==> src/rtl/subtractor_serial_pkg.sv <==
// Shared types and sizing helpers for the bit-serial subtraction controller.
package subtractor_serial_pkg;

  localparam int unsigned MAX_WIDTH = 32;

  typedef enum logic [1:0] {
    StIdle = 2'd0,
    StRun  = 2'd1,
    StDone = 2'd2
  } state_e;

  // Bit-index counter width; never narrower than one bit.
  function automatic int unsigned cnt_width(input int unsigned width);
    return (width > 1) ? $clog2(width) : 1;
  endfunction

endpackage

==> src/rtl/subtractor.sv <==
// 1-bit full-subtractor cell: diff = a - b - c, with borrow out.
module subtractor (
  input  logic a_i,
  input  logic b_i,
  input  logic c_i,
  output logic diff_o,
  output logic borrow_o
);

  assign diff_o   = a_i ^ b_i ^ c_i;
  assign borrow_o = (~a_i & b_i) | (~(a_i ^ b_i) & c_i);

endmodule

==> src/rtl/subtractor_serial_ctrl.sv <==
// Bit-serial WIDTH-bit subtractor, LSB first, one bit per clock through one shared cell.
// Define SUBTRACTOR_SERIAL_BORROW_IN_EN to add a borrow_i input for chained multi-word subtraction.
module subtractor_serial_ctrl
  import subtractor_serial_pkg::*;
#(
  parameter int unsigned WIDTH = 8
) (
  input  logic             clk_i,
  input  logic             rst_i,
  input  logic             start_i,
`ifdef SUBTRACTOR_SERIAL_BORROW_IN_EN
  input  logic             borrow_i,
`endif
  input  logic [WIDTH-1:0] a_i,
  input  logic [WIDTH-1:0] b_i,
  output logic             ready_o,
  output logic             done_o,
  output logic [WIDTH-1:0] diff_o,
  output logic             borrow_o
);

  localparam int unsigned     CntW    = cnt_width(WIDTH);
  localparam logic [CntW-1:0] CntLast = CntW'(WIDTH - 1);

  state_e           state_q;
  logic [WIDTH-1:0] a_sh_q;
  logic [WIDTH-1:0] b_sh_q;
  // Only the upper WIDTH-1 result bits need storing; the final bit is spliced in on the last step.
  logic [WIDTH-2:0] res_sh_q;
  logic             borrow_q;
  logic [CntW-1:0]  cnt_q;

  logic             cell_diff;
  logic             cell_borrow;
  logic             borrow_init;
  logic [WIDTH-1:0] res_next;

`ifdef SUBTRACTOR_SERIAL_BORROW_IN_EN
  assign borrow_init = borrow_i;
`else
  assign borrow_init = 1'b0;
`endif

  assign res_next = {cell_diff, res_sh_q};

  subtractor u_cell (
    .a_i      (a_sh_q[0]),
    .b_i      (b_sh_q[0]),
    .c_i      (borrow_q),
    .diff_o   (cell_diff),
    .borrow_o (cell_borrow)
  );

  always_ff @(posedge clk_i) begin
    if (rst_i) begin
      state_q  <= StIdle;
      a_sh_q   <= '0;
      b_sh_q   <= '0;
      res_sh_q <= '0;
      borrow_q <= 1'b0;
      cnt_q    <= '0;
      ready_o  <= 1'b1;
      done_o   <= 1'b0;
      diff_o   <= '0;
      borrow_o <= 1'b0;
    end else begin
      done_o <= 1'b0;
      unique case (state_q)
        StIdle: begin
          if (start_i) begin
            a_sh_q   <= a_i;
            b_sh_q   <= b_i;
            borrow_q <= borrow_init;
            cnt_q    <= '0;
            ready_o  <= 1'b0;
            state_q  <= StRun;
          end
        end
        StRun: begin
          a_sh_q   <= a_sh_q >> 1;
          b_sh_q   <= b_sh_q >> 1;
          res_sh_q <= res_next[WIDTH-1:1];
          borrow_q <= cell_borrow;
          cnt_q    <= cnt_q + CntW'(1);
          if (cnt_q == CntLast) begin
            // Capture the completed result on the way into DONE so it is valid with done_o.
            diff_o   <= res_next;
            borrow_o <= cell_borrow;
            done_o   <= 1'b1;
            state_q  <= StDone;
          end
        end
        StDone: begin
          ready_o <= 1'b1;
          state_q <= StIdle;
        end
        default: begin
          ready_o <= 1'b1;
          state_q <= StIdle;
        end
      endcase
    end
  end

endmodule

==> config.mk <==
export PLATFORM = sky130hd
export DESIGN_NAME = subtractor_serial_ctrl
export DESIGN_NICKNAME = d
export VERILOG_FILES = /design/src/rtl/subtractor_serial_pkg.sv /design/src/rtl/subtractor.sv /design/src/rtl/subtractor_serial_ctrl.sv
export SDC_FILE = /design/constraint.sdc
export NUM_CORES = 1
export LEC_CHECK = 0
export ABC_AREA = 1
export ABC_CLOCK_PERIOD_IN_PS = 2470
export BUFFER_PORTS_ARGS = -buffer_cell sky130_fd_sc_hd__clkbuf_2
export CAP_MARGIN = 20
export CORE_UTILIZATION = 62
export CTS_BUF_LIST = sky130_fd_sc_hd__clkbuf_4 sky130_fd_sc_hd__clkbuf_8
export CTS_CLUSTER_SIZE = 28
export DETAILED_ROUTE_END_ITERATION = 7
export PLACE_DENSITY_LB_ADDON = 0.15
export SLEW_MARGIN = 5
export SYNTH_ARGS = -nofsm -noshare
export SYNTH_HDL_FRONTEND = slang
export SYNTH_SLANG_ARGS = --single-unit
export TNS_END_PERCENT = 5
==> constraint.sdc <==
create_clock -name clk_i -period 2.47 [get_ports clk_i]
set_input_delay 0.247 -clock clk_i [delete_from_list [all_inputs] [get_ports clk_i]]
set_output_delay 0.247 -clock clk_i [all_outputs]
set_load 0.01 [all_outputs]
After elaboration in Yosys (flattened, before gate mapping)
Index checks and enable logic that the tools add are counted.
{"block": "classes", "addsub": 1, "eq_ne": 4, "mux": 13, "bitwise": 8, "n_reduce_logical": 7}
{"op": "$pmux 8 s2", "count": 2}
{"op": "$mux 8", "count": 2}
{"op": "$reduce_and 2->1", "count": 4}
{"op": "$pmux 3 s2", "count": 1}
{"op": "$mux 2", "count": 2}
{"op": "$ne 2x2->1 const B", "count": 2}
{"op": "$pmux 1 s2", "count": 2}
{"op": "$pmux 2 s2", "count": 1}
{"op": "$add 3x1->3 const B", "count": 1}
{"op": "$eq 3x3->1 const B", "count": 1}
{"op": "$mux 3", "count": 1}
{"op": "$not 1->1", "count": 3}
{"op": "$and 1x1->1", "count": 2}
{"op": "$eq 2x1->1 const B", "count": 1}
{"op": "$logic_not 2->1", "count": 1}
{"op": "$mux 1", "count": 2}
{"op": "$reduce_bool 2->1", "count": 1}
{"op": "$reduce_or 2->1", "count": 1}
{"op": "$xor 1x1->1", "count": 2}
{"op": "$or 1x1->1", "count": 1}
{"block": "totals", "ff_bits": 40, "output_inout_bits": 11, "elab_cells": 43}

Logic depth before layout (Yosys ltp)
Gate-level depths: netlist (run 1).
{"block": "depth", "ltp_word": 5, "ltp_mapped": 7, "mapped_depth_nobuf": 6}

Hierarchy
From an unflattened synthesis (run 1), not the netlist that was laid out.
{"block": "hier_totals", "hier_cells": 249, "hier_area_um2": 1752.9}
{"module": "subtractor_serial_ctrl", "n_inst": 1, "cells_per_inst": 245, "area_per_inst_um2": 1721.7, "seq_area_each_um2": 800.8}
{"module": "subtractor", "n_inst": 1, "cells_per_inst": 4, "area_per_inst_um2": 31.3, "seq_area_each_um2": 0.0}

Least setup slack after synthesis (run 1)
No wires, ideal clock.
{"block": "synth_path", "path_kind": "register -> register", "start": "register b_sh_q[0]", "end": "register res_sh_q[6]", "setup_ns": 0.116, "t_arrival_ns": 1.035, "t_required_ns": 2.354, "slack_ns": 1.320, "path_stages_with_launch": 5, "path_buffers": 0, "period_less_slack_ns": 1.150, "path_cell_list": "dfxtp_1 > inv_1 > fa_1 > o21ai_0 > nor2_1"}
{"block": "synth_between", "elab_chain_len": 2}
{"item": "start, declared", "line_no": "subtractor_serial_ctrl.sv:27", "rtl": "logic [WIDTH-1:0] b_sh_q;"}
{"item": "start signal, assigned", "line_no": "subtractor_serial_ctrl.sv:72", "rtl": "b_sh_q <= b_i;"}
{"item": "start signal, assigned", "line_no": "subtractor_serial_ctrl.sv:81", "rtl": "b_sh_q <= b_sh_q >> 1;"}
{"item": "$xor 1x1->1 (2 in series)", "line_no": "subtractor.sv:10", "rtl": "assign diff_o = a_i ^ b_i ^ c_i;"}
{"item": "via cell_diff", "line_no": "subtractor_serial_ctrl.sv:33", "rtl": "logic cell_diff;"}
{"item": "end signal, assigned", "line_no": "subtractor_serial_ctrl.sv:82", "rtl": "res_sh_q <= res_next[WIDTH-1:1];"}
{"item": "end, declared", "line_no": "subtractor_serial_ctrl.sv:29", "rtl": "logic [WIDTH-2:0] res_sh_q;"}
The timed path passes the listed nets, and every way through them passes these cells.
A chain may end at the register's enable or synchronous reset.

Worst setup path after layout (run 1)
{"block": "layout_path", "start": "register state_q[0]", "end": "register diff_o[6]"}
{"block": "layout_between", "elab_chain_len": 2}
{"item": "start, declared", "line_no": "subtractor_serial_ctrl.sv:25", "rtl": "state_e state_q;"}
{"item": "start signal, assigned", "line_no": "subtractor_serial_ctrl.sv:56", "rtl": "state_q <= StIdle;"}
{"item": "start signal, assigned", "line_no": "subtractor_serial_ctrl.sv:76", "rtl": "state_q <= StRun;"}
{"item": "start signal, assigned", "line_no": "subtractor_serial_ctrl.sv:90", "rtl": "state_q <= StDone;"}
{"item": "$eq 2x1->1", "line_no": "subtractor_serial_ctrl.sv:68", "rtl": "unique case (state_q)"}
{"item": "$reduce_and 2->1 (no source line)"}
{"item": "end signal, assigned", "line_no": "subtractor_serial_ctrl.sv:87", "rtl": "diff_o <= res_next;"}
{"item": "end, declared", "line_no": "subtractor_serial_ctrl.sv:18", "rtl": "output logic [WIDTH-1:0] diff_o,"}
No other way between the ends.

==> results of run 1 <==
[worst max path at each step]
| stage | to | slack [ns] | depth (start not counted) |
|---|---|---|---|
| after floorplan | res_sh_q[6]$_SDFFE_PP0P_ | 1.32 | 4 |
| after global placement | diff_o[1]$_SDFFE_PP0P_ | 1.04 | 6 |
| after detailed placement | borrow_o$_SDFFE_PP0P_ | 0.99 | 6 |
| after CTS | diff_o[6]$_SDFFE_PP0P_ | 0.97 | 6 |
| after global routing | diff_o[6]$_SDFFE_PP0P_ | 0.83 | 6 |
| final | diff_o[6]$_SDFFE_PP0P_ | 0.98 | 6 |
[cells by family (layout without fill, tap and decap cells)]
kind of cell | count (synthesis) | in the layout | share of synthesized area, %
adder cells (fa/ha/maj) | 3 | 3 | 2.39
buffers and inverters | 38 | 65 | 11.9
AND/OR/NAND/NOR | 163 | 163 | 37.5
AO/OA/AOI/OAI | 16 | 16 | 5.83
flip-flops | 40 | 40 | 42.4
[sequential cells by signal, indices dropped and copies added, names as in the netlist]
| signal | cells |
|---|---|
| state_q | 2 |
| b_sh_q | 8 |
| done_o | 1 |
| res_sh_q | 7 |
| diff_o | 8 |
| ready_o | 1 |
| cnt_q | 3 |
| borrow_q | 1 |
| borrow_o | 1 |
| a_sh_q | 8 |
[per-layer routing]
layer | vias to the layer above | routed length [um] | track usage, % | part of all wire [%]
met5 | - | 0 | 0 | 0
met2 | 30 | 1540 | 35.8 | 46
met4 | 0 | 51 | 9.76 | 1.5
li1 | 840 | - | - | -
met1 | 673 | 1640 | 29.6 | 49
met3 | 4 | 147 | 7.48 | 4.4
[cell type report]
cell class	instances	area [um^2]
Multi-Input combinational cell	182	863
Clock buffer	7	58.8
Inverter	24	90.1
Tap cell	31	38.8
Sequential cell	40	801
Fill cell	252	795
Timing Repair Buffer	33	175
Clock inverter	1	7.51
[synthesized netlist by cell type, types with 2 or more instances]
cell,number
buf_6,7
buf_2,4
nand3_1,22
nor2_1,45
dfxtp_1,40
buf_4,2
inv_2,2
a21oi_2,5
ha_1,2
inv_1,22
o21ai_0,9
nand2_1,80
nand2_2,5
nand2_4,2
nor2_2,7
[worst reg2reg max path, delay by kind of cell, from the launching register on]
kind / cells / cell delay [ns]
flops: 1 / 0.60
buf+inv: 1 / 0.09
simple gates: 5 / 0.75
[through the flow]
step           power (W)  utilization (%)  hold WS [ns]
6_report         0.00125             71.9         0.145
2_1_floorplan   0.000875                -         0.410
3_3_place_gp    0.000898             69.6         0.450
4_1_cts          0.00127             71.9         0.122
5_1_grt          0.00132             71.9         0.117
3_5_place_dp    0.000902             69.6         0.456
[power by group]
part | leakage [nW] | switching, W | internal [W]
clock | 0.0349 | 0.000211 | 0.000150
combinational | 0.681 | 0.000108 | 0.0000689
sequential | 0.328 | 0.0000271 | 0.000684
total | 1.04 | 0.000346 | 0.000903
==> impl_metrics.env, run 1 <==
export IMPL_worstMarginPinSlew_ns=0.431
export IMPL_clock_latency_ns=0.35
export IMPL_synth_cell_area_mm2=0.00189
export IMPL_synth_top_area_share_pct=42.4
export IMPL_layout_commonest_cell="nand2_1"
export IMPL_rsz_0062_raised_after_global_routing="no"
export IMPL_overflow=0
export IMPL_globalplace_congestion=0.770
export IMPL_timing_hold_worst_endpoint="a_sh_q[7]$_SDFFE_PP0P_"
export IMPL_critPathCaptureType="flop"
export IMPL_antenna_found_initial=0
export IMPL_clock_skew_ns=0.00734
export IMPL_maxCapViolCount=0
export IMPL_power_density_mw_per_mm2=614
export IMPL_final_cell_count_no_fill=318
export IMPL_critical_path_startpoint_category="flop"
export IMPL_ff2ff_path_depth=6
export IMPL_yosysUniqueCellTypes=21
export IMPL_cts_hold_buf=0
export IMPL_worstHoldPathCells=3
export IMPL_clk_pin_slew_ns=0.12
export IMPL_dieWidth_um=57.2
export IMPL_numClockSinks=40
export IMPL_cp_common_cell="nand2_1"
export IMPL_via_count=1547
export IMPL_number_of_top_level_pins=30
export IMPL_design_area_mm2=0.00203
export IMPL_cts_htree_levels=2
export IMPL_path_buf_inv=1
export IMPL_startpoint_of_the_worst_setup_timing_path="state_q[0]$_SDFFE_PP0P_"
export IMPL_clock_fmax_ghz=0.670
export IMPL_port_buffers=29
export IMPL_yosys_warnings=0
export IMPL_report_final_slew_viol_count=0
export IMPL_finalHoldViolCount=0
export IMPL_run_status="finished, violations left"
export IMPL_track_usage_pct=23.1
export IMPL_holdCritStartpoint="a_i[7]"
export IMPL_synthDominantAreaCellType="dfxtp_1"
export IMPL_die_h_um=57.2
export IMPL_critPathTopFamily="simple AND/OR/NAND/NOR gates"
export IMPL_detailed_place_area_mm2=0.00197
export IMPL_critical_path_slowest_cell="dfxtp_1"
export IMPL_syn_num_nets=282
export IMPL_post_dp_hpwl_mm=2.33
export IMPL_routed_wirelength_mm=3.37
export IMPL_grt_first_pass_wirelength_mm=5.67
export IMPL_crit_fanout=14
export IMPL_regToRegSetupSlack_ns=0.98
export IMPL_mean_area_per_synthesized_cell_um2=7.26
export IMPL_finish_net_count=308
export IMPL_row_count=19
export IMPL_cts_buffer_depth=2
export IMPL_peakVddDrop_v=0.000539
export IMPL_vias_in_the_first_global_route=1356
export IMPL_clk_root_buffer_cell="clkbuf_4"
export IMPL_power_static_leakage_nw=1.04
export IMPL_first_iter_violations=76
export IMPL_placeableCoreArea_mm2=0.00283
export IMPL_dpl_cell_count=310
export IMPL_cells_traversed_along_the_worst_timing_path="inv_2, nor2_4, nand2_4, nor2_8, nand2_1, nand2_1"
export IMPL_totalNegativeSetupSlack_ns=0
export IMPL_cts_tree="done"
export IMPL_grt_max_degree=31
export IMPL_ys_flop_type="dfxtp_1"
export IMPL_cts_resized=0
export IMPL_drt_pass1_iterations=6
export IMPL_pre_cts_ws_ns=0.994
export IMPL_die_area_mm2=0.00327
export IMPL_holdCritPathClass="input port to flop"
export IMPL_drive_above_1_share_pct=22.6
export IMPL_insertedDiodeCount=0
export IMPL_wl_per_cell_um=10.6
export IMPL_finalSetupViolCount=0
export IMPL_violated_checks="design-rule violations"
export IMPL_critical_path_max_stage_delay_ns=0.60
export IMPL_rr_endpoint="diff_o[6]$_SDFFE_PP0P_"
export IMPL_detail_route_antenna_nets=0
export IMPL_cts_repair_timing_setup_buffer_count=0
export IMPL_yosysSeqAreaShare_pct=42.4
export IMPL_synth_async_reset_ratio_pct=0
export IMPL_mostFrequentLayoutCells="nand2_1 (80), nor2_1 (45), dfxtp_1 (40)"
export IMPL_r2r_start="state_q[0]$_SDFFE_PP0P_"
export IMPL_synth_edff_count=0
export IMPL_slew_headroom_pct=71.3
export IMPL_synth_seq_cells=40
export IMPL_final_period_utilization_pct=60.4
export IMPL_required_ns=2.77
export IMPL_netlist_top_cells_area="dfxtp_1 (42%), nand2_1 (16%), nor2_1 (8.9%)"
export IMPL_layout_area_overhead_vs_synth_pct=7.75
export IMPL_numCtsBuffers=5
export IMPL_vias_per_cell=4.86
export IMPL_worst_slack_ns=0.978
export IMPL_synthesis_instances=260
export IMPL_post_route_drc_count=4
export IMPL_period_minus_slack_ns=1.49
export IMPL_path_class="flop to flop"
export IMPL_worstPathArrival_ns=1.79
export IMPL_initial_utilization_pct=66.7
(Power assumes the default switching activity.)
==> run 2, diff against run 1 <==
--- a/config.mk
+++ b/config.mk
@@ -6,10 +6,10 @@
 export NUM_CORES = 1
 export LEC_CHECK = 0
 export ABC_AREA = 1
-export ABC_CLOCK_PERIOD_IN_PS = 2470
+export ABC_CLOCK_PERIOD_IN_PS = 1500
 export BUFFER_PORTS_ARGS = -buffer_cell sky130_fd_sc_hd__clkbuf_2
 export CAP_MARGIN = 20
-export CORE_UTILIZATION = 62
+export CORE_UTILIZATION = 58
 export CTS_BUF_LIST = sky130_fd_sc_hd__clkbuf_4 sky130_fd_sc_hd__clkbuf_8
 export CTS_CLUSTER_SIZE = 28
 export DETAILED_ROUTE_END_ITERATION = 7
==> constraint.sdc (replaced) <==
create_clock -name clk_i -period 1.5 [get_ports clk_i]
set_input_delay 0.15 -clock clk_i [delete_from_list [all_inputs] [get_ports clk_i]]
set_output_delay 0.15 -clock clk_i [all_outputs]
set_load 0.01 [all_outputs]
==> impl_metrics.env, run 2 (synthesized netlist as in run 1, its figures left out) <==
export IMPL_run_status="complete, no violations"
export IMPL_grt_max_degree=35
export IMPL_insertedDiodeCount=0
export IMPL_clock_skew_ns=0.0134
export IMPL_routed_wirelength_mm=3.43
export IMPL_vias_in_the_first_global_route=1296
export IMPL_critical_path_slowest_cell="dfxtp_1"
export IMPL_post_dp_hpwl_mm=2.11
export IMPL_ff2ff_path_depth=7
export IMPL_cts_buffer_depth=2
export IMPL_antenna_found_initial=0
export IMPL_dieWidth_um=59.1
export IMPL_ff_latch_area_um2=801
export IMPL_fill_cells=298
export IMPL_clk_root_buffer_cell="clkbuf_4"
export IMPL_wl_per_cell_um=10.3
export IMPL_port_buffers=29
export IMPL_placeableCoreArea_mm2=0.00308
export IMPL_cts_htree_levels=2
export IMPL_row_count=20
export IMPL_pre_cts_ws_ns=0.114
export IMPL_die_area_mm2=0.00349
export IMPL_pwr_share_clk_pct=33.0
export IMPL_cp_num_cells=7
export IMPL_dpl_cell_count=324
export IMPL_report_final_slew_viol_count=0
export IMPL_p_total_w=0.00219
export IMPL_initial_utilization_pct=61.3
export IMPL_share_comb_of_total_power_pct=13.7
export IMPL_finalHoldViolCount=0
export IMPL_via_count=1549
export IMPL_globalplace_congestion=0.716
export IMPL_cts_tree="done"
export IMPL_holdCritPathClass="input port to flop"
export IMPL_drive_above_1_share_pct=23.2
export IMPL_peakVddDrop_v=0.000728
export IMPL_maxCapViolCount=0
export IMPL_utilization_pct=67.6
export IMPL_critical_path_startpoint_category="flop"
export IMPL_path_buf_inv=2
export IMPL_overflow=0
export IMPL_drt_pass1_iterations=4
export IMPL_power_static_leakage_nw=1.06
export IMPL_detailed_place_area_mm2=0.00199
export IMPL_clock_fmax_ghz=0.726
export IMPL_path_class="flop to flop"
export IMPL_clk_pin_slew_ns=0.13
export IMPL_power_report_internal_total_w=0.00159
export IMPL_die_h_um=59.1
export IMPL_clock_latency_ns=0.36
export IMPL_worstHoldPathCells=5
export IMPL_worstMarginPinSlew_ns=0.836
export IMPL_final_cell_count_no_fill=333
export IMPL_power_density_mw_per_mm2=1050
export IMPL_required_ns=1.80
export IMPL_first_iter_violations=84
export IMPL_track_usage_pct=21.3
export IMPL_cp_common_cell="nand2_1"
export IMPL_p_seq_share_pct=53.2
export IMPL_net_switching_power_w=0.000599
export IMPL_critPathTopFamily="simple AND/OR/NAND/NOR gates"
export IMPL_finish_net_count=310
export IMPL_cts_resized=0
export IMPL_layout_commonest_cell="nand2_1"
export IMPL_area_used_by_multi_input_combinational_logic_um2=872
export IMPL_worst_slack_ns=0.122
export IMPL_final_period_utilization_pct=91.9
export IMPL_power_share_switching_pct=27.4
export IMPL_mostFrequentLayoutCells="nand2_1 (80), nor2_1 (45), dfxtp_1 (40)"
export IMPL_cts_hold_buf=0
export IMPL_finalSetupViolCount=0
export IMPL_cells_traversed_along_the_worst_timing_path="buf_4, inv_2, nor2_4, nand2_4, nor2_8, nand2_1, nand2_1"
export IMPL_critPathCaptureType="flop"
export IMPL_layout_area_overhead_vs_synth_pct=10.2
export IMPL_numCtsBuffers=5
export IMPL_number_of_top_level_pins=30
export IMPL_detail_route_antenna_nets=0
export IMPL_post_route_drc_count=0
export IMPL_crit_fanout=17
export IMPL_reg_top3="a_sh_q x8, b_sh_q x8, diff_o x8"
export IMPL_period_minus_slack_ns=1.38
export IMPL_design_area_mm2=0.00208
export IMPL_worstPathArrival_ns=1.68
export IMPL_critical_path_max_stage_delay_ns=0.45
export IMPL_numClockSinks=40
export IMPL_slew_headroom_pct=44.2
export IMPL_vias_per_cell=4.65
export IMPL_rsz_0062_raised_after_global_routing="yes"
export IMPL_cts_repair_timing_setup_buffer_count=0
export IMPL_grt_first_pass_wirelength_mm=5.57
## run 2: power by group through the flow
stage | Sequential (W) | Clock (W) | Combinational, W
CTS | 0.00116 | 0.000741 | 0.000300
finish | 0.00116 | 0.000722 | 0.000300
detailed placement | 0.00119 | 0 | 0.000298
floorplan | 0.00118 | 0 | 0.000262
global placement | 0.00119 | 0 | 0.000294
global route | 0.00117 | 0.000776 | 0.000352
## run 2: worst reg2reg max path: stages, from the launching register on
cell     delay, ns
dfxtp_1       0.45
buf_4         0.27
inv_2         0.07
nor2_4        0.11
nand2_4       0.15
nor2_8        0.17
nand2_1       0.06
nand2_1       0.05
## run 2: path summary, 6_finish.rpt
path,startpoint,slack [ns],to
max,state_q[0]$_SDFFE_PP0P_,0.12,diff_o[6]$_SDFFE_PP0P_
min,a_i[3],0.08,a_sh_q[3]$_SDFFE_PP0P_
max reg2reg,state_q[0]$_SDFFE_PP0P_,0.12,diff_o[6]$_SDFFE_PP0P_
min reg2reg,res_sh_q[2]$_SDFFE_PP0P_,0.45,diff_o[2]$_SDFFE_PP0P_
## run 2: final cells by class
class	instances	area share, %
clock buffer	5	1.80
inverter	24	4.33
tap	44	2.65
sequential	40	38.5
clock inverter	3	2.04
timing repair buffer	34	8.78
multi-input combinational	183	41.9
## run 2: per-layer routing
metal / share of wire (%) / wire length, um / vias up / track usage (%)
met4: 0.85 / 29 / 0 / 7.14
met5: 0 / 0 / - / 0
met1: 51 / 1770 / 668 / 28.4
li1: - / - / 846 / -
met2: 44 / 1500 / 31 / 33.0
met3: 3.9 / 135 / 4 / 6.55
## run 2: metrics by stage
stage	hold slack, ns	TNS, ns
after floorplan	0.313	0
after global placement	0.438	0
after detailed placement	0.441	0
after CTS	0.0436	0
after global routing	0.0624	-0.00558
final	0.0778	0
